==> config.mk <==
export PLATFORM = sky130hd
export DESIGN_NAME = lab3_mem_line_word_adapter
export DESIGN_NICKNAME = d
export VERILOG_FILES = /design/src/rtl/lab3_mem_line_word_adapter.sv
export SDC_FILE = /design/constraint.sdc
export NUM_CORES = 1
export LEC_CHECK = 0
export ABC_AREA = 0
export CAP_MARGIN = 20
export CORE_MARGIN = 3
export CORE_UTILIZATION = 29
export CTS_CLUSTER_DIAMETER = 100
export DETAILED_ROUTE_END_ITERATION = 10
export SETUP_SLACK_MARGIN = 0.02
export SYNTH_ARGS = -nofsm -noshare
export SYNTH_HDL_FRONTEND = slang
export SYNTH_SLANG_ARGS = --single-unit
==> constraint.sdc <==
create_clock -name clk -period 3.2 [get_ports clk]
set_input_delay 0.48 -clock clk [delete_from_list [all_inputs] [get_ports clk]]
set_output_delay 0.48 -clock clk [all_outputs]
set_load 0.01 [all_outputs]
==> src/rtl/lab3_mem_line_word_adapter.sv <==
//==============================================================================
// lab3_mem_line_word_adapter
//
// Sits between the blocking cache's 16B memory port and a 4B word-wide memory.
// Each line request (READ refill, WRITE evict, INIT) becomes four word
// transactions to consecutive word addresses of the line. The four word
// responses are gathered back into a single line response. The cache's
// refill/evict FSM therefore does not need to know the memory is narrow.
//
// Parameters
//   p_max_inflight : word requests that may be issued but not yet answered
//                    (1..4). A value of 1 fully serializes the four beats.
//
// Ports
//   clk, reset     : clock, synchronous active-high reset
//   linereq_*      : 16B line request from the cache (val/rdy)
//   lineresp_*     : 16B line response to the cache (val/rdy)
//   wordreq_*      : 4B word request to memory (val/rdy)
//   wordresp_*     : 4B word response from memory (val/rdy, in order)
//==============================================================================

package lab3_mem_pkg;

   localparam logic [2:0] MEM_TYPE_READ  = 3'd0;
   localparam logic [2:0] MEM_TYPE_WRITE = 3'd1;
   localparam logic [2:0] MEM_TYPE_INIT  = 3'd2;

   typedef struct packed {
      logic [2:0]   msg_type;
      logic [7:0]   opaque;
      logic [31:0]  addr;
      logic [3:0]   len;
      logic [127:0] data;
   } mem_req_16B_t;

   typedef struct packed {
      logic [2:0]   msg_type;
      logic [7:0]   opaque;
      logic [1:0]   test;
      logic [3:0]   len;
      logic [127:0] data;
   } mem_resp_16B_t;

   typedef struct packed {
      logic [2:0]  msg_type;
      logic [7:0]  opaque;
      logic [31:0] addr;
      logic [1:0]  len;
      logic [31:0] data;
   } mem_req_4B_t;

   typedef struct packed {
      logic [2:0]  msg_type;
      logic [7:0]  opaque;
      logic [1:0]  test;
      logic [1:0]  len;
      logic [31:0] data;
   } mem_resp_4B_t;

endpackage

module lab3_mem_line_word_adapter
   import lab3_mem_pkg::*;
#(
   parameter int p_max_inflight = 4
)(
   input  logic          clk,
   input  logic          reset,

   input  mem_req_16B_t  linereq_msg,
   input  logic          linereq_val,
   output logic          linereq_rdy,

   output mem_resp_16B_t lineresp_msg,
   output logic          lineresp_val,
   input  logic          lineresp_rdy,

   output mem_req_4B_t   wordreq_msg,
   output logic          wordreq_val,
   input  logic          wordreq_rdy,

   input  mem_resp_4B_t  wordresp_msg,
   input  logic          wordresp_val,
   output logic          wordresp_rdy
);

   typedef enum logic [1:0] {
      IDLE,
      XFER,
      RESP
   } state_t;

   localparam logic [2:0] MaxInflight = 3'(p_max_inflight);

   state_t             state;
   state_t             state_next;

   logic [2:0]         req_cnt;
   logic [2:0]         resp_cnt;

   logic [2:0]         type_r;
   logic [7:0]         opaque_r;
   logic [31:0]        base_addr_r;
   logic [127:0]       line_data_r;
   logic [3:0][31:0]   resp_words_r;

   logic               is_read;
   logic               wordreq_fire;
   logic               wordresp_fire;

   // Bits of the incoming messages that the adapter deliberately ignores:
   // the line offset, the line length and the word response header fields.
   logic               unused_bits;
   assign unused_bits = ^{linereq_msg.addr[3:0], linereq_msg.len,
                          wordresp_msg.msg_type, wordresp_msg.opaque,
                          wordresp_msg.test, wordresp_msg.len};

   assign is_read       = (type_r == MEM_TYPE_READ);
   assign wordreq_fire  = wordreq_val && wordreq_rdy;
   assign wordresp_fire = wordresp_val && wordresp_rdy;

   // Holds the FSM state. Reset drops straight back to IDLE from anywhere,
   // abandoning whatever line was in flight.
   always_ff @(posedge clk) begin
      if (reset) begin
         state <= IDLE;
      end else begin
         state <= state_next;
      end
   end

   // Next-state and handshake outputs. Every output is forced to its idle
   // value while reset is high so the cache sees linereq_rdy low during the
   // reset cycle itself. Word issue is throttled by comparing the registered
   // counters, so an issue and a response in the same cycle do not widen
   // the window until the following cycle.
   always_comb begin
      state_next   = state;
      linereq_rdy  = 1'b0;
      lineresp_val = 1'b0;
      wordreq_val  = 1'b0;
      wordresp_rdy = 1'b0;
      if (!reset) begin
         unique case (state)
            IDLE: begin
               linereq_rdy = 1'b1;
               if (linereq_val) begin
                  state_next = XFER;
               end
            end
            XFER: begin
               wordresp_rdy = 1'b1;
               wordreq_val  = (req_cnt < 3'd4) &&
                              ((req_cnt - resp_cnt) < MaxInflight);
               if (wordresp_val && (resp_cnt == 3'd3)) begin
                  state_next = RESP;
               end
            end
            RESP: begin
               lineresp_val = 1'b1;
               if (lineresp_rdy) begin
                  state_next = IDLE;
               end
            end
            default: begin
               state_next = IDLE;
            end
         endcase
      end
   end

   // Captures the line request header and payload when a line is accepted.
   // The low four address bits are dropped so beats always start on the
   // line boundary.
   always_ff @(posedge clk) begin
      if (reset) begin
         type_r      <= '0;
         opaque_r    <= '0;
         base_addr_r <= '0;
         line_data_r <= '0;
      end else if (linereq_val && linereq_rdy) begin
         type_r      <= linereq_msg.msg_type;
         opaque_r    <= linereq_msg.opaque;
         base_addr_r <= {linereq_msg.addr[31:4], 4'b0000};
         line_data_r <= linereq_msg.data;
      end
   end

   // Beat counters. req_cnt stops at 4 on its own because wordreq_val is
   // never raised once it gets there. Memory answers in order, so resp_cnt
   // doubles as the slot index for gathering read data.
   always_ff @(posedge clk) begin
      if (reset) begin
         req_cnt      <= '0;
         resp_cnt     <= '0;
         resp_words_r <= '0;
      end else if (linereq_val && linereq_rdy) begin
         req_cnt  <= '0;
         resp_cnt <= '0;
      end else begin
         if (wordreq_fire) begin
            req_cnt <= req_cnt + 3'd1;
         end
         if (wordresp_fire) begin
            resp_cnt <= resp_cnt + 3'd1;
            if (is_read) begin
               resp_words_r[resp_cnt[1:0]] <= wordresp_msg.data;
            end
         end
      end
   end

   // Word request built from the captured line and the current beat.
   // The address add wraps naturally at 2^32. Read beats carry no data.
   always_comb begin
      wordreq_msg          = '0;
      wordreq_msg.msg_type = type_r;
      wordreq_msg.opaque   = {6'b000000, req_cnt[1:0]};
      wordreq_msg.addr     = base_addr_r + {27'd0, req_cnt, 2'b00};
      wordreq_msg.len      = 2'd0;
      wordreq_msg.data     = is_read ? 32'd0 : line_data_r[32*req_cnt[1:0] +: 32];
   end

   // Line response; only reads return the gathered words.
   always_comb begin
      lineresp_msg          = '0;
      lineresp_msg.msg_type = type_r;
      lineresp_msg.opaque   = opaque_r;
      lineresp_msg.test     = 2'd0;
      lineresp_msg.len      = 4'd0;
      lineresp_msg.data     = is_read ? resp_words_r : 128'd0;
   end

endmodule
==> out/qor.yml <==
drc: 0
p_per_area_mw_per_mm2: 475.0
num_rows: 78
avgRoutedWirePerCell_um: 16.51
dieArea_mm2: 0.04959
die_x_um: 222.7
syn_inst: 1659
crit_buf_inv: 2
finalCriticalPeriod_ns: 3.062
grt_usage_pct: 16.75
synth_area_mm2: 0.01362
postCtsSetupRepairBufs: 0
setup_viol: 0
seq_area_mm2: 0.006068
insertion_delay_ns: 0.53
clk_pin_slew_ns: 0.06
fp.coreArea_mm2: 0.04587
first_global_vias: 11947
slew-limit-headroom_pct: -11.27
ys_seq_area_share_pct: 44.55
fp.dieH_um: 222.7
mostFrequentLayoutCell: "nand2_1"
hp-class: "in2reg"
violations: "max-slew violations"
antenna_found_initial: 10
timing.fmax_mhz: 326.5
grt_max_degree: 297
crit_path_max_fanout: 4
power.static_leakage_nw: 6.646
setup_ws_ns: 0.1376
period_share_pct: 95.70
holdWs_ns: 0.2155
place_congestion: 0.8000
syn_avg_cell_area_um2: 8.207
cts_tree: "done"
hold_depth: 2
place_hpwl_um: 29790
critPathMostFrequentCell: "ha_2"
run_status: "complete, but fails checks"
clockBufferDepth: 3
area_growth_pct: 40.75
cts-htree-levels: 2
final_layout_size_suffix_gt1_share_pct: 6.037
critPathSlowestCell: "or4_4"
fin_skew_ns: 0.01784
gr-total-overflow: 0
cts_sinks: 303
synth_warnings: 0
antenna_left: 0
place_ws_ns: 0.3054
hold_start: "reset"
endpoint_kind: "output port"
cp.depth: 7
finalWirelength_um: 43310
cp_top_family: "simple AND/OR/NAND/NOR gates"
cap_violations: 0
most-common-layout-cells: "434 x nand2_1, 409 x clkdlybuf4s50_1, 301 x dfxtp_1"
initialDrtViolationCount: 759
port_buffers: 414
vdd_ir_drop_max_v: 0.0003414
start_util_pct: 29.68
ys_ff_latch: 303
cts_inserted_buffers: 35
slowest_delay_ns: 0.59
reg2reg_from: "type_r[2]"
fillers: 4640
drtPass1Iterations: 5
netlist-cell-type-count: 35
crit_required_ns: 2.72
startpoint: "base_addr_r[4]"
multi_input_area_mm2: 0.006784
hold_violations: 0
worstPathCellList: "ha_2 > ha_2 > inv_1 > or4_4 > nor3_2 > xor2_1 > clkdlybuf4s15_1"
setup_tns_ns: 0
worstRegToRegCells: 6
cts-root-buf: "clkbuf_16"
async_flop_share_pct: 0
critPathKind: "reg2out"
vias: 11901
rsz0062_at_grt: "yes"
via_per_inst: 4.537
num-nets-final: 2235
start_kind: "flop"
synth_edf_count: 0
grt_pass1_wl_um: 66830
arrival_ns: 2.58
num_io_pins: 454
ys.flop_type: "dfxtp_1"
slew_viol_final: 126
tightestPinTransition_ns: 1.669
==> metrics by stage <==
step	cell area, µm²	util [%]	cells	total power, mW
global placement	18040	39.33	2561	5.285
finish	19160	41.78	2623	9.102
detailed placement	18040	39.33	2561	5.301
global route	19160	41.77	2622	9.519
CTS	19160	41.77	2621	9.279
floorplan	13670	-	1674	4.711
==> registers in the layout, summed over array words and instances, names as in the netlist <==
name	flops
req_cnt	3
opaque_r	8
resp_words_r	128
resp_cnt	3
line_data_r	128
base_addr_r	28
state	2
type_r	3
==> power breakdown <==
part           switching [mW]  internal [mW]  total [mW]
Combinational           0.527          0.599        1.13
Clock                    1.59           2.31        3.90
Sequential              0.117           3.96        4.08
Total                    2.23           6.87        9.10
==> kinds of logic after synthesis <==
kind of cell	after synthesis	synth area share (%)
AOI/OAI and AO/OA	300	11.10
xor gates and xnor gates	28	1.801
adders and majority gates	9	0.8271
buffers and inverters	159	6.129
DFF	303	44.55
muxes	36	5.587
other	1	0.02754
and+or+nand+nor	823	29.98
==> final cells by class <==
cell class,count,area share (%)
clock buffer,52,5.380
inverter,8,0.1567
clock inverter,8,0.4505
antenna,2,0.02612
sequential,303,31.67
tap,600,3.917
timing repair buffer,438,23.00
multi-input combinational,1212,35.40
==> cells in the mapped netlist, drive strengths merged, types with 14 or more instances <==
cell	instances	share of area [%]
a21oi	130	4.8
and2	129	5.9
buf	83	4.0
clkbuf	68	1.9
dfxtp	303	45
mux4	32	5.3
nand2	434	12
nand2b	167	7.7
nand3	14	0.51
nor2b	32	1.5
o21ai	167	6.1
xnor2	21	1.4
==> routing by layer <==
metal	GRT usage, %	wire (µm)
met4	4.512	825
met1	19.41	17840
met2	28.67	20470
met3	6.725	4083
met5	0	92
==> worst paths after layout <==
check	slack, ns	endpoint
worst max-delay path	0.14	wordreq_msg[64]
worst min-delay path	0.22	resp_cnt[0]
worst max register to register	0.98	resp_words_r[43]
worst min register to register	0.45	resp_words_r[97]
==> repair_timing <==
action / 4_1_cts / 5_1_grt
pin swaps: 0 / 1
hold buffers: 0 / 0
setup endpoints to repair: 10 / 6
gates resized for setup: 8 / 3
Power figures use the tool's default switching activity.
